<file path="src/rtl/xif_copro_result_handler.sv">
// xif_copro_result_handler
// Buffers execution-unit results in a DEPTH-entry FIFO and presents them on
// the XIF result interface in acceptance order. A kill table indexed by
// instruction id marks instructions killed at commit; a killed result is
// silently dropped when it reaches the FIFO head.
// Optional feature macro: XIF_COPRO_RESULT_BYPASS_EN -- when defined, an empty
// FIFO forwards the exec result combinationally to the result port.
module xif_copro_result_handler #(
  parameter int unsigned DEPTH      = 4,
  parameter int unsigned X_ID_WIDTH = 4,
  parameter int unsigned XLEN       = 32
) (
  input  logic                      clk_i,
  input  logic                      rst_ni,
  input  logic                      flush_i,
  input  logic                      exec_valid_i,
  output logic                      exec_ready_o,
  input  logic [X_ID_WIDTH-1:0]     exec_id_i,
  input  logic [4:0]                exec_rd_i,
  input  logic                      exec_we_i,
  input  logic [XLEN-1:0]           exec_data_i,
  input  logic                      commit_valid_i,
  input  logic [X_ID_WIDTH-1:0]     commit_id_i,
  input  logic                      commit_kill_i,
  output logic                      result_valid_o,
  input  logic                      result_ready_i,
  output logic [X_ID_WIDTH-1:0]     result_id_o,
  output logic [4:0]                result_rd_o,
  output logic                      result_we_o,
  output logic [XLEN-1:0]           result_data_o,
  output logic [$clog2(DEPTH):0]    count_o
);

  localparam int unsigned PW  = $clog2(DEPTH);
  localparam int unsigned CW  = PW + 1;
  localparam int unsigned NID = 1 << X_ID_WIDTH;

  localparam logic [PW-1:0] PTR_ONE  = PW'(1);
  localparam logic [CW-1:0] CNT_ONE  = CW'(1);
  localparam logic [CW-1:0] CNT_FULL = CW'(DEPTH);

  // FIFO storage
  logic [X_ID_WIDTH-1:0] r_fifo_id   [DEPTH];
  logic [4:0]            r_fifo_rd   [DEPTH];
  logic                  r_fifo_we   [DEPTH];
  logic [XLEN-1:0]       r_fifo_data [DEPTH];

  logic [PW-1:0]  r_wptr;
  logic [PW-1:0]  r_rptr;
  logic [CW-1:0]  r_count;
  logic [NID-1:0] r_kill;
  // Set while a result is being offered but not yet accepted; freezes the
  // head so a late kill cannot retract an offered result.
  logic           r_hold;

  logic                  w_empty;
  logic                  w_full;
  logic [X_ID_WIDTH-1:0] w_head_id;
  logic                  w_head_killed;
  logic                  w_head_valid;
  logic                  w_bypass;
  logic                  w_push;
  logic                  w_pop;
  logic                  w_kill_set;
  logic [CW-1:0]         w_count_nxt;

  // Occupancy, head status, bypass qualification and push/pop decisions
  always_comb begin
    w_empty       = (r_count == {CW{1'b0}});
    w_full        = (r_count == CNT_FULL);
    w_head_id     = r_fifo_id[r_rptr];
    w_head_killed = !w_empty && !r_hold && r_kill[w_head_id];
    w_head_valid  = !w_empty && !w_head_killed;
`ifdef XIF_COPRO_RESULT_BYPASS_EN
    w_bypass      = rst_ni && w_empty && !flush_i && exec_valid_i && !r_kill[exec_id_i];
`else
    w_bypass      = 1'b0;
`endif
    // A bypassed result taken by the core in the same cycle never enters the FIFO.
    w_push        = exec_valid_i && !w_full && !flush_i && !(w_bypass && result_ready_i);
    w_pop         = !flush_i && ((w_head_valid && result_ready_i) || w_head_killed);
    w_kill_set    = !flush_i && commit_valid_i && commit_kill_i;
    exec_ready_o  = !w_full;
    count_o       = r_count;
  end

  // Result port: head fields when a live head exists, zeros when idle
  always_comb begin
    result_valid_o = 1'b0;
    result_id_o    = {X_ID_WIDTH{1'b0}};
    result_rd_o    = 5'd0;
    result_we_o    = 1'b0;
    result_data_o  = {XLEN{1'b0}};
    if (w_head_valid) begin
      result_valid_o = 1'b1;
      result_id_o    = w_head_id;
      result_rd_o    = r_fifo_rd[r_rptr];
      result_we_o    = r_fifo_we[r_rptr];
      result_data_o  = r_fifo_data[r_rptr];
    end
`ifdef XIF_COPRO_RESULT_BYPASS_EN
    else if (w_bypass) begin
      result_valid_o = 1'b1;
      result_id_o    = exec_id_i;
      result_rd_o    = exec_rd_i;
      result_we_o    = exec_we_i;
      result_data_o  = exec_data_i;
    end
`endif
    else begin
      result_valid_o = 1'b0;
    end
  end

  // Next occupancy from push/pop pair
  always_comb begin
    w_count_nxt = r_count;
    case ({w_push, w_pop})
      2'b10:   w_count_nxt = r_count + CNT_ONE;
      2'b01:   w_count_nxt = r_count - CNT_ONE;
      default: w_count_nxt = r_count;
    endcase
  end

  // Pointers, occupancy and offer-hold flag
  always_ff @(posedge clk_i or negedge rst_ni) begin
    if (!rst_ni) begin
      r_wptr  <= {PW{1'b0}};
      r_rptr  <= {PW{1'b0}};
      r_count <= {CW{1'b0}};
      r_hold  <= 1'b0;
    end else if (flush_i) begin
      r_wptr  <= {PW{1'b0}};
      r_rptr  <= {PW{1'b0}};
      r_count <= {CW{1'b0}};
      r_hold  <= 1'b0;
    end else begin
      if (w_push) begin
        r_wptr <= r_wptr + PTR_ONE;
      end
      if (w_pop) begin
        r_rptr <= r_rptr + PTR_ONE;
      end
      r_count <= w_count_nxt;
      r_hold  <= result_valid_o && !result_ready_i;
    end
  end

  // Entry storage written at the write pointer on an accepted push
  always_ff @(posedge clk_i or negedge rst_ni) begin
    if (!rst_ni) begin
      for (int i = 0; i < int'(DEPTH); i++) begin
        r_fifo_id[i]   <= {X_ID_WIDTH{1'b0}};
        r_fifo_rd[i]   <= 5'd0;
        r_fifo_we[i]   <= 1'b0;
        r_fifo_data[i] <= {XLEN{1'b0}};
      end
    end else if (w_push) begin
      r_fifo_id[r_wptr]   <= exec_id_i;
      r_fifo_rd[r_wptr]   <= exec_rd_i;
      r_fifo_we[r_wptr]   <= exec_we_i;
      r_fifo_data[r_wptr] <= exec_data_i;
    end
  end

  // Kill table: set on commit-kill, cleared when a head with that id departs;
  // the clear is written last so it wins over a same-cycle set.
  always_ff @(posedge clk_i or negedge rst_ni) begin
    if (!rst_ni) begin
      r_kill <= {NID{1'b0}};
    end else if (flush_i) begin
      r_kill <= {NID{1'b0}};
    end else begin
      if (w_kill_set) begin
        r_kill[commit_id_i] <= 1'b1;
      end
      if (w_pop) begin
        r_kill[w_head_id] <= 1'b0;
      end
    end
  end

endmodule

</file>
<file path="config.mk">
export PLATFORM = sky130hd
export DESIGN_NAME = xif_copro_result_handler
export DESIGN_NICKNAME = d
export VERILOG_FILES = /design/src/rtl/xif_copro_result_handler.sv
export SDC_FILE = /design/constraint.sdc
export NUM_CORES = 1
export LEC_CHECK = 0
export ABC_AREA = 1
export CAP_MARGIN = 20
export CORE_UTILIZATION = 50
export CTS_BUF_LIST = sky130_fd_sc_hd__clkbuf_4 sky130_fd_sc_hd__clkbuf_8
export DETAILED_ROUTE_END_ITERATION = 8
export PLACE_DENSITY = 0.77
export SLEW_MARGIN = 10
export SYNTH_ARGS = -nofsm -noshare
export SYNTH_HDL_FRONTEND = slang
export SYNTH_SLANG_ARGS = --single-unit
</file>
<file path="constraint.sdc">
create_clock -name clk_i -period 3.56 [get_ports clk_i]
set_clock_uncertainty 0.2 [all_clocks]
set_input_delay 1.068 -clock clk_i [delete_from_list [all_inputs] [get_ports clk_i]]
set_output_delay 1.068 -clock clk_i [all_outputs]
set_load 0.05 [all_outputs]
</file>
After elaboration in Yosys (flattened, before gate mapping)
Cells that the tools add are included.
Storage, ports and cells
  register bits after elaboration: 192
  input bits: 53
  output and inout bits: 47
  word-level logic and storage cells: 110
Cells by class
  $add $sub $neg: 4
  magnitude comparators: 7
  equal/unequal tests: 3
  muxes and demuxes: 46
  bitwise operators: 5
  reductions and logical operators: 24
Operator list (number)
  bitwise mux 128 bit: 1
  2-to-1 mux 32 bit: 4
  binary-select mux 32 bit (select 2 bit): 1
  demux 32 bit (select 2 bit): 1
  2-to-1 mux 16 bit: 4
  bitwise mux 20 bit: 1
  2-to-1 mux 5 bit: 4
  AND 16 bit: 1
  bitwise mux 16 bit: 1
  2-to-1 mux 4 bit: 4
  NOT 16 bit: 1
  bitwise OR 16 bit: 1
  logical AND 1 bit: 13
  binary-select mux 5 bit (select 2 bit): 1
  demux 5 bit (select 2 bit): 1
  less-than comparator 4 x 5 -> 1 bit, second input constant: 2
  2-to-1 mux 1 bit: 9
  binary-select mux 4 bit (select 2 bit): 1
  demux 1 bit (select 4 bit): 2
  demux 4 bit (select 2 bit): 1
  >= comparator 4 x 1 -> 1 bit, second input constant: 2
  2-to-1 mux 2 bit: 4
  >= comparator 3 bit, second input constant: 2
  zero test 1 bit: 6
  other kinds (18): 21

Depth between registers and ports, before layout
Gate-level depths: netlist of the first run.
  word-level depth: 15
  mapped depth: 21
  depth with buffers taken out: 20

Worst setup path before layout of the first run
OpenSTA, ideal clock, no wires.
  kind: flip-flop to output port
  start point: reg r_rptr[1]
  end point: out result_data_o[31]
  arrival time: 2964 ps
  required time: 2292 ps
  setup slack: -672 ps
  cell stages (with the launch flop): 16
  buffers on the path: 2
  cells stage by stage: dfrtp_1 buf_2 inv_2 nand3_4 nand2_4 buf_6 nand2_1 nand2_1 nand2_1 nand2_1 nand2_1 nand3_2 nor2_1 nor2_4 inv_4 a221oi_1
Between the ends
  cells in the longest elaborated chain, start to end: 10
  elaborated cells between the ends (all ways): 13
  those cells by class: mux: 9; bitwise: 1; reduce/logical: 3
RTL lines
  from (decl): line 49  | logic [PW-1:0] r_rptr;
  from (signal assigned): line 129  | r_rptr <= {PW{1'b0}};
  from (signal assigned): line 134  | r_rptr <= {PW{1'b0}};
  from (signal assigned): line 142  | r_rptr <= r_rptr + PTR_ONE;
  NOT 2 -> 3 bit (not written as such) (*): line 71, 99
  binary-select mux 4 bit (select 2 bit): line 71  | w_head_id = r_fifo_id[r_rptr];
  2-to-1 mux 4 bit (not written as such) (2 in a row): line 71
  binary-select mux 1 bit (select 4 bit): line 72  | w_head_killed = !w_empty && !r_hold && r_kill[w_head_id];
  2-to-1 mux 1 bit (not written as such): line 72
  logical AND 1 bit: line 72
  zero test 1 bit: line 73  | w_head_valid = !w_empty && !w_head_killed;
  logical AND 1 bit: line 73
  2-to-1 mux 32 bit (*): line 94  | if (w_head_valid) begin
  to (decl): line 30  | output logic [XLEN-1:0] result_data_o,
Every way passes the cells marked *; elsewhere a longest branch is shown, timed or not. The select of a mux whose other input is x is not followed.

Final worst setup path of the first run
  start point: reg r_rptr[0]
  end point: out result_data_o[30]
The elaborated chain is that of the path after synthesis.

==> results of run 1 <==
-- final cells by class --
class                           instances  area [sq um]  share of cell area (%)
Tap cell                              229           287                    2.45
Inverter                               92           360                    3.08
Timing Repair Buffer                  149          1540                    13.2
Clock inverter                         15           173                    1.48
Antenna cell                            1          2.50                  0.0214
Multi-Input combinational cell        731          4280                    36.6
Sequential cell                       192          4810                    41.1
Clock buffer                           17           234                    2.00
-- worst max-delay path, delay by kind of cell, from the launching register on --
family	cells	cell delay [ps]
compound gates	1	250
simple gates	8	740
buf+inv	6	810
flops	1	460
-- layer usage --
metal	routed length [microns]	vias to the layer above	share of wire, %	global-route usage, %
li1	-	3772	-	-
met1	10600	3802	46	36.6
met2	10800	234	47	39.4
met3	1340	19	5.8	5.26
met4	243	0	1.1	7.14
met5	0	-	0	0
-- stage by stage --
step                      worst slack (ps)  cells  hold WS (ps)  setup TNS [ps]
after floorplan                       -152   1085           253           -4480
after global placement                12.4   1375           265               0
after detailed placement             -9.03   1375           274           -16.1
after CTS                             -424   1416           299          -15130
after global routing                  -586   1425           317          -22720
final                                 -426   1426           294          -15260
-- worst paths after layout --
kind | end | depth (start not counted) | startpoint | slack (ps)
min in group asynchronous | r_fifo_data[40] | 1 | rst_ni | 350
worst max-delay path | result_data_o[30] | 15 | r_rptr[0] | -430
worst min-delay path | r_fifo_data[127] | 2 | r_fifo_data[127] | 290
worst min register to register | r_fifo_data[127] | 2 | r_fifo_data[127] | 290
max in group asynchronous | r_fifo_data[77] | 2 | rst_ni | 2080
worst max register to register | count_o[2] | 21 | r_rptr[0] | 550
-- placed cells by master (no fill, tap or decap), drive strengths merged, types with 2 or more instances in the layout --
cell           instances
nand2                353
dfrtp                192
o21ai                191
inv                   97
buf                   92
a21oi                 80
clkdlybuf4s50         55
a221oi                38
nor2                  23
nand3                 23
clkbuf                19
o22ai                 13
clkinv                 7
ha                     4
nor3                   2
clkinvlp               2
-- registers in the layout (all words and copies together), names as in the netlist --
name	count
r_fifo_data	128
r_fifo_rd	20
r_fifo_id	16
r_kill	16
r_fifo_we	4
count_o	3
r_rptr	2
r_wptr	2
r_hold	1
-- power by group through the flow --
stage                     clock network [mW]  registers (mW)  logic (mW)
final                                   1.45            3.52        7.77
after global placement                     0            3.50        6.99
after global routing                    1.57            3.61        8.36
after floorplan                            0            3.42        5.35
after CTS                               1.49            3.50        7.43
after detailed placement                   0            3.53        7.06
-- what timing repair did --
item	4_1_cts	5_1_grt
pin swaps	0	3
setup endpoints to repair	43	43
resized for setup	36	20
cloned	0	3
setup buffers	9	6
hold buffers	0	0
-- cell families (layout without fill, tap and decap cells) --
logic type / after synthesis / count (layout)
other: 0 / 1
and+or+nand+nor: 399 / 401
adders and majority gates: 5 / 5
buffers and inverters: 164 / 273
xor gates and xnor gates: 1 / 1
AOI/OAI and AO/OA: 324 / 324
DFF: 192 / 192
==> results_dict.tcl, run 1 <==
set metrics [dict create \
    status "finished with violations" \
    failed_checks "setup timing" \
    remaining_drc_errors 0 \
    die_w_microns 138 \
    p_comb_share_pct 61.0 \
    powerDensity_mw_per_mm2 1090 \
    required_ps 2290 \
    worst-path-max-fanout 9 \
    max_freq_ghz 0.251 \
    drive_gt1_share_pct 17.3 \
    die_area_sq_mm 0.0189 \
    yosysMostFrequentCell "nand2_1" \
    num_rows 49 \
    grt_pass1_wl_microns 37300 \
    dr.pass1.iters 8 \
    endpoint_kind "output port" \
    die_h_microns 138 \
    ys_top_cells_by_area "dfrtp_1, nand2_1, o21ai_0" \
    detail-route-antenna-nets 0 \
    synth_ff_type "dfrtp_1" \
    ir_worst_vdd_mv 0.762 \
    fin_nets 1241 \
    hp-class "reg2reg" \
    synth_adder_area_share_pct 0.763 \
    vias_per_cell 5.49 \
    path_cells "clkinv_4 -> buf_4 -> nand2_1 -> nand3_2 -> nand2_4 -> nand2_1 -> inv_2 -> nand2_1 -> nand3_2 -> nor2_4 -> nor2_4 -> inv_6 -> buf_16 -> a221oi_4 -> buf_6" \
    synth_seq_cells 192 \
    period_share_pct 112 \
    rsz0062_at_grt "yes" \
    core_sq_mm 0.0180 \
    internal-power_mw 6.46 \
    grt_max_degree 85 \
    portBuffers 99 \
    switchingPower_mw 6.29 \
    ys_seq_area_share_pct 52.3 \
    postPlaceCellArea_sq_mm 0.0109 \
    vias 7827 \
    netSwitchingFraction_pct 49.3 \
    synth_edf_count 0 \
    ios 100 \
    fin_util_pct 65.0 \
    syn_inst 1085 \
    synth_commonest_cells "nand2_1, dfrtp_1, o21ai_0" \
    nFillCells 1457 \
    p_leak_nw 5.48 \
    ys_types 32 \
    slew_headroom_pct 57.9 \
    drt-initial-drc-count 749 \
    post_drt_wl_per_cell_microns 16.1 \
    cts_max_level 4 \
    finalWeightedCongestion 0.877 \
    p_clk_share_pct 11.4 \
    synth_top_cell_area_share_pct 52.3 \
    numCtsBuffers 17 \
    critPathMostFrequentCell "nand2_1" \
    clock-sinks 192 \
    syn_to_final_growth_pct 27.2 \
    cts_buffer_depth 2 \
    antenna_found_initial 1 \
    power_frac_seq_pct 27.6 \
    synthArstFlopShare_pct 100 \
    cp.arrival_ps 2720 \
    grt_overflow 0 \
    yosys.area_share.simple_pct 17.4 \
    hold_viol_final 0 \
    wirelength_microns 23000 \
    final.setup.worst_slack_ps -426 \
    synthXorXnorAreaFrac_pct 0.0953 \
    cts_tree "built" \
    yosysWarningCount 0 \
    syn_area_sq_mm 0.00919 \
    clk_pin_slew_ps 100 \
    fin_area_sq_mm 0.0117 \
    synth_top_family_by_area "compound AO/OA/AOI/OAI gates" \
    slowest_delay_ps 460 \
    cp-start-kind "register" \
    synthesis.nets 1143 \
    slowest_stage "dfrtp_2" \
    insertion_delay_ps 470 \
    worst_pin_slew_ps 630 \
    max-cap-violations 0 \
    drv_slew 0 \
    start_util_pct 51.1 \
    synth_compound_area_share_pct 22.0 \
    power.total_mw 12.7 \
    root_buffer "clkbuf_8" \
    fin_crit_ps 3990 \
    track_usage_pct 25.6 \
    setup_viol 43 \
    crit_type "reg2out" \
    grt_pass1_vias 7326 \
    avgSynthCellArea_sq_um 8.47 \
    synth.area.mux_share_pct 0 \
    place_hpwl_microns 14800 \
    yosysTopAreaCell "dfrtp_1" \
]
Note: power is estimated with default switching activity, not from simulation.
==> inputs of run 2 (changes only) <==
- CORE_ASPECT_RATIO: default -> 0.75
==> results_dict.tcl, run 2 (synthesized netlist as in run 1, its figures left out) <==
set metrics [dict create \
    status "finished with violations" \
    failed_checks "setup timing" \
    place_hpwl_microns 14600 \
    remaining_drc_errors 0 \
    layout_commonest_cell "nand2_1" \
    r2r_slack_ps 330 \
    setup_viol 43 \
    die_area_sq_mm 0.0189 \
    root_buffer "clkbuf_8" \
    max_freq_ghz 0.245 \
    final.setup.worst_slack_ps -521 \
    largest_register_ffs 128 \
    grt_overflow 0 \
    antenna_found_initial 0 \
    vias 7891 \
    ir_worst_vdd_mv 0.803 \
    cp.arrival_ps 2810 \
    rsz0062_at_grt "yes" \
    powerDensity_mw_per_mm2 1120 \
    drv_slew 0 \
    critPathMostFrequentCell "nand2_1" \
    max-cap-violations 0 \
    track_usage_pct 26.3 \
    drive_gt1_share_pct 18.9 \
    finalNonFillerCells 1451 \
    insertedDiodeCount 0 \
    cts_tree "built" \
    insertion_delay_ps 460 \
    grt_pass1_wl_microns 38600 \
    vias_per_cell 5.44 \
    die_h_microns 119 \
    numCtsBuffers 17 \
    syn_to_final_growth_pct 29.8 \
    slew_headroom_pct 58.0 \
    clk_pin_slew_ps 90 \
    post_drt_wl_per_cell_microns 16.4 \
    cts_buffer_depth 2 \
    dp_cells 1386 \
    portBuffers 99 \
    fin_util_pct 67.0 \
    drt-initial-drc-count 795 \
    p_leak_nw 5.58 \
    worst_pin_slew_ps 629 \
    num_rows 42 \
    finalWeightedCongestion 0.942 \
    wirelength_microns 23800 \
    detail-route-antenna-nets 0 \
    worst-path-max-fanout 7 \
    fin_crit_ps 4080 \
    fin_nets 1254 \
    cts_max_level 4 \
    largest_register "r_fifo_data" \
    crit_type "reg2out" \
    clock-sinks 192 \
    slowest_stage "dfrtp_2" \
    top_regs "r_fifo_data x128, r_fifo_rd x20" \
    slowest_delay_ps 510 \
    hp-class "reg2reg" \
    period_share_pct 115 \
    nFillCells 1306 \
    hold_viol_final 0 \
    grt_pass1_vias 7688 \
    endpoint_kind "output port" \
    required_ps 2290 \
    start_util_pct 51.6 \
    ios 100 \
    core_sq_mm 0.0178 \
    dr.pass1.iters 5 \
    layout_common_cells "nand2_1, dfrtp_1, o21ai_0" \
    die_w_microns 159 \
    path_cells "inv_4 -> nand2_4 -> nand3_4 -> buf_6 -> nand3_2 -> nand2_1 -> nand2_1 -> nand2_1 -> nand2_1 -> nand3_2 -> nor2_4 -> nor2_4 -> inv_6 -> buf_12 -> a221oi_4 -> buf_6" \
    cp-start-kind "register" \
    grt_max_degree 85 \
]
run 2: cell type report:
cell class / count / area (sq um) / area share (%)
Inverter: 92 / 360 / 3.02
Sequential cell: 192 / 4810 / 40.3
Timing Repair Buffer: 160 / 1670 / 14.0
Timing Repair inverter: 1 / 7.51 / 0.0629
Clock inverter: 11 / 156 / 1.31
Multi-Input combinational cell: 732 / 4350 / 36.5
Clock buffer: 21 / 277 / 2.32
Tap cell: 242 / 303 / 2.54
run 2: power breakdown:
| part | internal (mW) | leakage, nW | switching [mW] |
|---|---|---|---|
| Clock | 0.756 | 0.215 | 0.789 |
| Combinational | 3.11 | 2.88 | 5.12 |
| Sequential | 3.01 | 2.48 | 0.522 |
| Total | 6.87 | 5.58 | 6.43 |
run 2: layer usage:
metal	track usage, %	up-vias	wire, microns
met5	0	-	0
met1	38.2	3819	11200
li1	-	3797	-
met2	39.9	241	10900
met3	5.39	34	1300
met4	7.15	0	378
run 2: final timing paths:
path | startpoint | to | depth (start not counted)
max | r_rptr[0] | result_rd_o[0] | 16
min | r_fifo_we[3] | r_fifo_we[3] | 2
max reg2reg | r_rptr[0] | count_o[2] | 23
min reg2reg | r_fifo_we[3] | r_fifo_we[3] | 2
max in group asynchronous | rst_ni | r_fifo_data[52] | 2
min in group asynchronous | rst_ni | r_fifo_data[90] | 1
run 2: timing repair:
item / in CTS / in global routing
gates cloned: 2 / 3
resized for setup: 49 / 25
hold endpoints to repair: 0 / 0
hold buffers: 0 / 0
buffers inserted: 12 / 18
setup endpoints to repair: 43 / 43
pin swaps: 5 / 4
run 2: critical path, delay by kind of cell, from the launching register on:
family                 cells  cell delay [ps]
flip-flops                 1              510
buffers and inverters      5              750
AND/OR/NAND/NOR           10              850
AO/OA/AOI/OAI              1              250
run 2: through the flow:
step	total power [mW]	hold slack [ps]	setup slack, ps	TNS [ps]	area (sq um)
final	13.3	291	-521	-20460	11900
after global routing	14.1	313	-668	-27140	11900
after CTS	12.8	296	-370	-14430	11700
after detailed placement	10.6	274	-11.1	-15.8	10900
after global placement	10.5	267	24.0	0	10900
after floorplan	8.77	253	-152	-4480	9690
